<file path="src/rtl/atm_session_driver_if.sv">
// Bundles the session request, controller-facing strobes and controller response flags.
// master: the session driver; slave: the host/harness plus the ATM controller side.
interface atm_session_driver_if;
  logic        start;
  logic [15:0] pin_in;
  logic        tipo_in;
  logic [31:0] monto_in;
  logic        busy;
  logic        done;
  logic [2:0]  result;
  logic        warn_seen;
  logic        tarjeta_recibida;
  logic        tipo_trans;
  logic        digito_stb;
  logic [3:0]  digito;
  logic        monto_stb;
  logic [31:0] monto;
  logic        balance_actualizado;
  logic        entregar_dinero;
  logic        fondos_insuficientes;
  logic        advertencia;
  logic        bloqueo;

  modport master (
    input  start, pin_in, tipo_in, monto_in,
    input  balance_actualizado, entregar_dinero, fondos_insuficientes, advertencia, bloqueo,
    output busy, done, result, warn_seen,
    output tarjeta_recibida, tipo_trans, digito_stb, digito, monto_stb, monto
  );

  modport slave (
    output start, pin_in, tipo_in, monto_in,
    output balance_actualizado, entregar_dinero, fondos_insuficientes, advertencia, bloqueo,
    input  busy, done, result, warn_seen,
    input  tarjeta_recibida, tipo_trans, digito_stb, digito, monto_stb, monto
  );
endinterface

</file>
<file path="src/rtl/atm_session_driver.sv">
// Drives one ATM controller session per start request: card, four PIN digits, amount,
// then folds the controller's response flags into a single coded result.
module atm_session_driver #(
  parameter int DIGIT_GAP    = 1,
  parameter int SETTLE       = 4,
  parameter int RESP_TIMEOUT = 64
) (
  input  logic clk,
  input  logic rst,
  atm_session_driver_if.master bus
);

  localparam logic [7:0]  GAP_LAST    = 8'(DIGIT_GAP - 32'sd1);
  localparam logic [7:0]  SETTLE_LAST = 8'(SETTLE - 32'sd1);
  localparam logic [15:0] TO_LAST     = 16'(RESP_TIMEOUT - 32'sd1);

  localparam logic [2:0] RES_DEP_OK  = 3'd0;
  localparam logic [2:0] RES_WDR_OK  = 3'd1;
  localparam logic [2:0] RES_INSUF   = 3'd2;
  localparam logic [2:0] RES_BLOCKED = 3'd3;
  localparam logic [2:0] RES_TIMEOUT = 3'd4;
  localparam logic [2:0] RES_BAD_PIN = 3'd5;

  typedef enum logic [3:0] {
    S_IDLE      = 4'd0,
    S_CHECK     = 4'd1,
    S_CARD      = 4'd2,
    S_DGAP      = 4'd3,
    S_DIGIT     = 4'd4,
    S_SETTLE    = 4'd5,
    S_AMOUNT    = 4'd6,
    S_WAIT_RESP = 4'd7,
    S_DONE      = 4'd8
  } state_t;

  state_t      state_q;
  logic [15:0] pin_q;
  logic        tipo_q;
  logic [31:0] monto_q;
  logic [1:0]  idx_q;
  logic [7:0]  gap_cnt_q;
  logic [15:0] to_cnt_q;
  logic        busy_q;
  logic        done_q;
  logic [2:0]  result_q;
  logic        warn_q;
  logic        card_q;
  logic        dstb_q;
  logic [3:0]  digit_q;
  logic        mstb_q;

  logic [1:0]  idx_inc_d;
  logic        early_abort_d;
  logic        resp_hit_d;
  logic [2:0]  resp_code_d;

  function automatic logic pin_is_bcd(input logic [15:0] p);
    return (p[15:12] <= 4'd9) && (p[11:8] <= 4'd9) && (p[7:4] <= 4'd9) && (p[3:0] <= 4'd9);
  endfunction

  function automatic logic [3:0] pin_nibble(input logic [15:0] p, input logic [1:0] idx);
    logic [3:0] nib;
    case (idx)
      2'd0:    nib = p[15:12];
      2'd1:    nib = p[11:8];
      2'd2:    nib = p[7:4];
      2'd3:    nib = p[3:0];
      default: nib = 4'd0;
    endcase
    return nib;
  endfunction

  // Abort on block only while strobes are still being issued; later it is a normal response.
  always_comb begin
    idx_inc_d = idx_q + 2'd1;
    case (state_q)
      S_CARD, S_DGAP, S_DIGIT, S_SETTLE, S_AMOUNT: early_abort_d = bus.bloqueo;
      default:                                    early_abort_d = 1'b0;
    endcase
  end

  // Response priority: bloqueo > fondos_insuficientes > entregar_dinero > balance_actualizado.
  always_comb begin
    resp_hit_d  = 1'b1;
    resp_code_d = RES_DEP_OK;
    if (bus.bloqueo) begin
      resp_code_d = RES_BLOCKED;
    end else if (bus.fondos_insuficientes) begin
      resp_code_d = RES_INSUF;
    end else if (bus.entregar_dinero) begin
      resp_code_d = RES_WDR_OK;
    end else if (bus.balance_actualizado) begin
      resp_code_d = RES_DEP_OK;
    end else begin
      resp_hit_d  = 1'b0;
      resp_code_d = RES_DEP_OK;
    end
  end

  // Session FSM; every output is a register set on the edge that enters its state.
  always_ff @(posedge clk) begin
    if (rst) begin
      state_q   <= S_IDLE;
      pin_q     <= 16'd0;
      tipo_q    <= 1'b0;
      monto_q   <= 32'd0;
      idx_q     <= 2'd0;
      gap_cnt_q <= 8'd0;
      to_cnt_q  <= 16'd0;
      busy_q    <= 1'b0;
      done_q    <= 1'b0;
      result_q  <= 3'd0;
      warn_q    <= 1'b0;
      card_q    <= 1'b0;
      dstb_q    <= 1'b0;
      digit_q   <= 4'd0;
      mstb_q    <= 1'b0;
    end else begin
      card_q  <= 1'b0;
      dstb_q  <= 1'b0;
      digit_q <= 4'd0;
      mstb_q  <= 1'b0;
      done_q  <= 1'b0;
      if (busy_q && bus.advertencia) begin
        warn_q <= 1'b1;
      end
      if (early_abort_d) begin
        state_q  <= S_DONE;
        busy_q   <= 1'b0;
        done_q   <= 1'b1;
        result_q <= RES_BLOCKED;
      end else begin
        case (state_q)
          S_IDLE: begin
            if (bus.start) begin
              pin_q    <= bus.pin_in;
              tipo_q   <= bus.tipo_in;
              monto_q  <= bus.monto_in;
              warn_q   <= 1'b0;
              result_q <= 3'd0;
              idx_q    <= 2'd0;
              busy_q   <= 1'b1;
              state_q  <= S_CHECK;
            end
          end
          S_CHECK: begin
            if (!pin_is_bcd(pin_q)) begin
              state_q  <= S_DONE;
              busy_q   <= 1'b0;
              done_q   <= 1'b1;
              result_q <= RES_BAD_PIN;
            end else begin
              state_q <= S_CARD;
              card_q  <= 1'b1;
            end
          end
          S_CARD: begin
            gap_cnt_q <= 8'd0;
            if (DIGIT_GAP == 32'sd0) begin
              state_q <= S_DIGIT;
              dstb_q  <= 1'b1;
              digit_q <= pin_nibble(pin_q, idx_q);
            end else begin
              state_q <= S_DGAP;
            end
          end
          S_DGAP: begin
            if (gap_cnt_q == GAP_LAST) begin
              state_q <= S_DIGIT;
              dstb_q  <= 1'b1;
              digit_q <= pin_nibble(pin_q, idx_q);
            end else begin
              gap_cnt_q <= gap_cnt_q + 8'd1;
            end
          end
          S_DIGIT: begin
            gap_cnt_q <= 8'd0;
            if (idx_q == 2'd3) begin
              if (SETTLE == 32'sd0) begin
                state_q <= S_AMOUNT;
                mstb_q  <= 1'b1;
              end else begin
                state_q <= S_SETTLE;
              end
            end else begin
              idx_q <= idx_inc_d;
              if (DIGIT_GAP == 32'sd0) begin
                dstb_q  <= 1'b1;
                digit_q <= pin_nibble(pin_q, idx_inc_d);
              end else begin
                state_q <= S_DGAP;
              end
            end
          end
          S_SETTLE: begin
            if (gap_cnt_q == SETTLE_LAST) begin
              state_q <= S_AMOUNT;
              mstb_q  <= 1'b1;
            end else begin
              gap_cnt_q <= gap_cnt_q + 8'd1;
            end
          end
          S_AMOUNT: begin
            to_cnt_q <= 16'd0;
            state_q  <= S_WAIT_RESP;
          end
          S_WAIT_RESP: begin
            if (resp_hit_d) begin
              state_q  <= S_DONE;
              busy_q   <= 1'b0;
              done_q   <= 1'b1;
              result_q <= resp_code_d;
            end else if (to_cnt_q == TO_LAST) begin
              state_q  <= S_DONE;
              busy_q   <= 1'b0;
              done_q   <= 1'b1;
              result_q <= RES_TIMEOUT;
            end else begin
              to_cnt_q <= to_cnt_q + 16'd1;
            end
          end
          S_DONE: begin
            state_q <= S_IDLE;
          end
          default: begin
            state_q <= S_IDLE;
            busy_q  <= 1'b0;
          end
        endcase
      end
    end
  end

  assign bus.busy             = busy_q;
  assign bus.done             = done_q;
  assign bus.result           = result_q;
  assign bus.warn_seen        = warn_q;
  assign bus.tarjeta_recibida = card_q;
  assign bus.tipo_trans       = tipo_q;
  assign bus.digito_stb       = dstb_q;
  assign bus.digito           = digit_q;
  assign bus.monto_stb        = mstb_q;
  assign bus.monto            = monto_q;

endmodule
</file>
<file path="src/flat_wrapper.sv">
// flat-port wrapper written by rule: the top's interface ports become plain ports
module atm_session_driver_flat 
#(
  parameter int DIGIT_GAP    = 1,
  parameter int SETTLE       = 4,
  parameter int RESP_TIMEOUT = 64
)
  (clk, rst, bus_start, bus_pin_in, bus_tipo_in, bus_monto_in, bus_balance_actualizado, bus_entregar_dinero, bus_fondos_insuficientes, bus_advertencia, bus_bloqueo, bus_busy, bus_done, bus_result, bus_warn_seen, bus_tarjeta_recibida, bus_tipo_trans, bus_digito_stb, bus_digito, bus_monto_stb, bus_monto);
  atm_session_driver_if bus_i ();
  input  logic clk;
  input  logic rst;
  input wire logic [$bits(bus_i.start)-1:0] bus_start;
  input wire logic [$bits(bus_i.pin_in)-1:0] bus_pin_in;
  input wire logic [$bits(bus_i.tipo_in)-1:0] bus_tipo_in;
  input wire logic [$bits(bus_i.monto_in)-1:0] bus_monto_in;
  input wire logic [$bits(bus_i.balance_actualizado)-1:0] bus_balance_actualizado;
  input wire logic [$bits(bus_i.entregar_dinero)-1:0] bus_entregar_dinero;
  input wire logic [$bits(bus_i.fondos_insuficientes)-1:0] bus_fondos_insuficientes;
  input wire logic [$bits(bus_i.advertencia)-1:0] bus_advertencia;
  input wire logic [$bits(bus_i.bloqueo)-1:0] bus_bloqueo;
  output wire logic [$bits(bus_i.busy)-1:0] bus_busy;
  output wire logic [$bits(bus_i.done)-1:0] bus_done;
  output wire logic [$bits(bus_i.result)-1:0] bus_result;
  output wire logic [$bits(bus_i.warn_seen)-1:0] bus_warn_seen;
  output wire logic [$bits(bus_i.tarjeta_recibida)-1:0] bus_tarjeta_recibida;
  output wire logic [$bits(bus_i.tipo_trans)-1:0] bus_tipo_trans;
  output wire logic [$bits(bus_i.digito_stb)-1:0] bus_digito_stb;
  output wire logic [$bits(bus_i.digito)-1:0] bus_digito;
  output wire logic [$bits(bus_i.monto_stb)-1:0] bus_monto_stb;
  output wire logic [$bits(bus_i.monto)-1:0] bus_monto;
  assign bus_i.start = bus_start;
  assign bus_i.pin_in = bus_pin_in;
  assign bus_i.tipo_in = bus_tipo_in;
  assign bus_i.monto_in = bus_monto_in;
  assign bus_i.balance_actualizado = bus_balance_actualizado;
  assign bus_i.entregar_dinero = bus_entregar_dinero;
  assign bus_i.fondos_insuficientes = bus_fondos_insuficientes;
  assign bus_i.advertencia = bus_advertencia;
  assign bus_i.bloqueo = bus_bloqueo;
  assign bus_busy = bus_i.busy;
  assign bus_done = bus_i.done;
  assign bus_result = bus_i.result;
  assign bus_warn_seen = bus_i.warn_seen;
  assign bus_tarjeta_recibida = bus_i.tarjeta_recibida;
  assign bus_tipo_trans = bus_i.tipo_trans;
  assign bus_digito_stb = bus_i.digito_stb;
  assign bus_digito = bus_i.digito;
  assign bus_monto_stb = bus_i.monto_stb;
  assign bus_monto = bus_i.monto;
  atm_session_driver #(.DIGIT_GAP(DIGIT_GAP), .SETTLE(SETTLE), .RESP_TIMEOUT(RESP_TIMEOUT)) u_core (.clk(clk), .rst(rst), .bus(bus_i));
endmodule
</file>
<file path="config.mk">
export PLATFORM = sky130hd
export DESIGN_NAME = atm_session_driver_flat
export DESIGN_NICKNAME = d
export VERILOG_FILES = /design/src/rtl/atm_session_driver_if.sv /design/src/rtl/atm_session_driver.sv /design/src/flat_wrapper.sv
export SDC_FILE = /design/constraint.sdc
export NUM_CORES = 1
export LEC_CHECK = 0
export CAP_MARGIN = 20
export CORE_MARGIN = 2
export CORE_UTILIZATION = 51
export CTS_CLUSTER_DIAMETER = 30
export CTS_CLUSTER_SIZE = 8
export DETAILED_ROUTE_END_ITERATION = 8
export HOLD_SLACK_MARGIN = 0.02
export PLACE_DENSITY = 0.9
export REMOVE_ABC_BUFFERS = 1
export SLEW_MARGIN = 25
export SYNTH_ARGS = -nofsm -noshare
export SYNTH_HDL_FRONTEND = slang
export SYNTH_SLANG_ARGS = --single-unit
</file>
<file path="constraint.sdc">
create_clock -name clk -period 5 [get_ports clk]
set_input_delay 0.75 -clock clk [delete_from_list [all_inputs] [get_ports clk]]
set_output_delay 0.75 -clock clk [all_outputs]
set_load 0.005 [all_outputs]
</file>
==> key figures <==
Finish
  – Final core occ: between 60% and 70%
  – Layout cells sized above 1: 4.81%
  – Layout area overhead: 30.5%
  – Most common cell after layout, fill and taps aside: nand2_1
  – Commonest non-fill, non-tap cells in the layout: 117 x nand2_1, 101 x clkdlybuf4s50_1, 92 x dfxtp_1, 78 x a21oi_1, 31 x nor2_1
  – Nets@finish: 663
  – Final non-filler cell total: roughly 700
  – Fillers: 609
  – Antenna cell count: 0

Power
  – Tot Pwr: between 0.0015 and 0.002 W
  – Internal power: about 0.0013 W
  – Clock network power share: 27.2%
  – Switching share of power: a little under a third
  – Net Sw Power: 0.000587 W
  – PD cells: 360 nW/um2
  – Sequential power share: around 47%
  – Peak VDD IR: between 0.0002 and 0.0003 V
  – Part of the total power dissipated in combinational logic: about a quarter
  – P_leak: around 1.9 nW

CTS
  – Post-CTS sizing: 0
  – Clock-pin slew on the worst setup and hold paths: 0.08 ns
  – Maximum root-to-sink buffer count: 2
  – Setup Buffers After CTS: 0
  – CTS tree: yes
  – Clk root buf: clkbuf_8
  – Clk sinks: ~90
  – H-tree Lvls: 3
  – Worst skew pair latency: around 0.36 ns
  – Post-CTS Hold Buffers: 0
  – Num CTS Buffers: 9

Drt
  – Final WL: about 10000 um
  – DR iter-0 viols: approximately 250
  – DR vias: 3982
  – WL per Instance: ~14 um
  – Number of remaining DRC errors: 0
  – Routed Antenna Nets: 0
  – 1st-pass router iterations: 5
  – DR vias/cell: 5.65

STA
  – Endpoints failing setup: 0
  – RSZ-0062 raised after global routing: false
  – Setup TNS: 0 ns
  – Tightest Pin Transition: 0.960 ns
  – Max-slew violation count: 0
  – Final hold violation count: 0
  – Max Clock Freq: between 0.3 and 0.4 GHz
  – Tmin final: around 2.6 ns
  – Relative slew slack: between 30% and 40%
  – Tcrit/Tclk final: roughly 52%
  – Fin Clk Skew: 0.00911 ns

Floorplan
  – Initial Utilization: 52.8%
  – Ports: 103
  – Die Wd: approximately 93 um
  – Core area: 7730 um2
  – Die area: between 8000 and 9000 um2
  – Height of the die: just over 90 um
  – Row Count: 32

Global routing
  – Tot GR Track Use: 24.0%
  – Initial antenna violation count: 0
  – Vias in the first global route: between 3000 and 4000
  – Global route overflow: 0
  – First-pass GRT wire length: ~17000 um
  – Largest net degree at the start of global routing: 51

Synthesis
  – Synth Area in Compound Gates: a little under a fifth
  – Post-Syn Instances: 514
  – Mapped cell area: ~4000 um2
  – Netlist cell types: between 50 and 60
  – Seq/Total Area, Yosys: between 40% and 50%
  – Synth async-reset ratio: 0%
  – Top FF cell, synth: dfxtp_1
  – XOR/XNOR Fraction of Synth Area: ~1.9%
  – Post-synth EDFFs: 0
  – Yosys warns: 0
  – Combinational family with the most area after synthesis: simple AND/OR/NAND/NOR gates
  – Mapped Avg Cell Area: 7.95 um2
  – Mux contribution to synthesized area: less than 1%
  – Synthesis-stage register bit count: 92
  – Simple-Gate Fraction of Synth Area: roughly 27%
  – Synth Area in Adders: under 10%

Placed design
  – GPL Wtd Cong: between 0.8 and 0.9
  – Placed insts: 690
  – Final HPWL DP: ~7000 um
  – Count of input and output buffers: between 100 and 150

Setup path
  – Critical path, cell by cell: clkdlybuf4s50_1, nand2b_1, nand3_2, or3b_1, or4_1, a21oi_1
  – Data required time of the worst path: ~5.3 ns
  – Crit path max-delay family: simple AND/OR/NAND/NOR gates
  – Type of origin of the critical path: input port
  – Crit path DAT: roughly 2.9 ns
  – Largest fanout on the critical path: 19
  – Crit-path max cell delay: ~0.55 ns
  – Setup Crit Path Kind: input port to register
  – Slowest cell on crit path: or3b_1
  – WP buf/inv: 1
  – Endpoint class of the critical path: register

Hold path
  – Min-delay worst type: register to register

Outcome
  – Status: completed

Job
  – MaxCap Viol Count: 0
[power groups by stage]
stage,clock network (W),logic [W],registers [W]
2_1_floorplan,0,0.000260,0.000896
3_3_place_gp,0,0.000485,0.000901
3_5_place_dp,0,0.000501,0.000908
4_1_cts,0.000538,0.000505,0.000891
5_1_grt,0.000568,0.000559,0.000904
6_report,0.000522,0.000502,0.000893
[layout make-up]
class	instances	area, um2	area share [%]
Clock buffer	12	165	3.10
Timing Repair Buffer	105	1040	19.5
Sequential cell	92	1840	34.6
Multi-Input combinational cell	381	2070	38.9
Inverter	10	37.5	0.704
Tap cell	102	128	2.39
Clock inverter	3	45.0	0.845
[through the flow]
stage	setup slack, ns	cell area [um2]	hold slack [ns]
3_3_place_gp	2.22	5120	0.441
4_1_cts	2.45	5330	0.458
6_report	2.42	5330	0.456
5_1_grt	2.32	5330	0.476
2_1_floorplan	2.90	3950	0.430
3_5_place_dp	2.11	5120	0.445
[final timing paths]
check                                    start                                 to  slack [ns]  cells after the start
max                                bus_bloqueo   u_core.to_cnt_q[12]$_SDFFE_PP0P_        2.42                      6
min          u_core.bus.monto[21]$_SDFFE_PP0P_  u_core.bus.monto[21]$_SDFFE_PP0P_        0.46                      2
max reg2reg     u_core.state_q[2]$_SDFFE_PP0P_   u_core.to_cnt_q[12]$_SDFFE_PP0P_        2.43                      5
min reg2reg  u_core.bus.monto[21]$_SDFFE_PP0P_  u_core.bus.monto[21]$_SDFFE_PP0P_        0.46                      2
[registers in the layout, summed over array words and instances (netlist names), 2 cells and up]
register,count
u_core.state_q,4
u_core.gap_cnt_q,8
u_core.pin_q,16
u_core.to_cnt_q,16
u_core.idx_q,2
u_core.bus.digito,4
u_core.bus.result,3
u_core.bus.monto,32
[synth_stat cells, types with 2 or more instances]
cell type,number,area (um2)
clkbuf_1,23,86.3
a211o_1,2,17.5
a211oi_1,3,22.5
buf_2,3,15.0
buf_6,2,22.5
a31oi_1,3,18.8
or4_1,11,82.6
buf_1,2,7.51
nand2b_1,3,18.8
nor4_1,6,37.5
nand4_1,6,37.5
nor2b_1,2,12.5
mux2i_1,4,40.0
xor2_1,6,52.6
a31o_2,3,26.3
o21ai_0,15,75.1
or2_2,2,12.5
and3_1,8,50.1
nor3_1,9,45.0
a222oi_1,4,40.0
nand2_1,117,439
or3_1,4,25.0
dfxtp_1,92,1840
inv_1,10,37.5
and3b_1,2,17.5
and4_1,2,17.5
ha_1,7,87.6
nor2_1,31,116
o21a_1,2,15.0
xnor2_1,3,26.3
nand3_1,21,105
o31ai_1,10,75.1
a21oi_1,78,390
[routing by layer]
metal | part of all wire [%] | track usage (%) | vias up | wire (um)
met5 | 0 | 0 | - | 0
met4 | 1.5 | 6.99 | 0 | 154
met3 | 8.3 | 8.86 | 14 | 845
met2 | 49 | 39.9 | 132 | 4970
met1 | 41 | 28.9 | 1867 | 4170
li1 | - | - | 1969 | -
[worst register-to-register path, cell delays in order, from the launching register on]
cell and delay, ns:
dfxtp_1 0.68, and2b_1 0.34, nand3_2 0.34, or3b_1 0.55, or4_1 0.42, a21oi_1 0.16
[cells by family (layout without fill, tap and decap cells)]
group / count (synthesis) / count (layout)
xor gates and xnor gates: 9 / 9
and+or+nand+nor: 233 / 233
adders and majority gates: 7 / 7
buffers and inverters: 41 / 130
muxes: 4 / 4
AOI/OAI and AO/OA: 128 / 128
DFF: 92 / 92
Note: power is estimated with default switching activity, not from simulation.
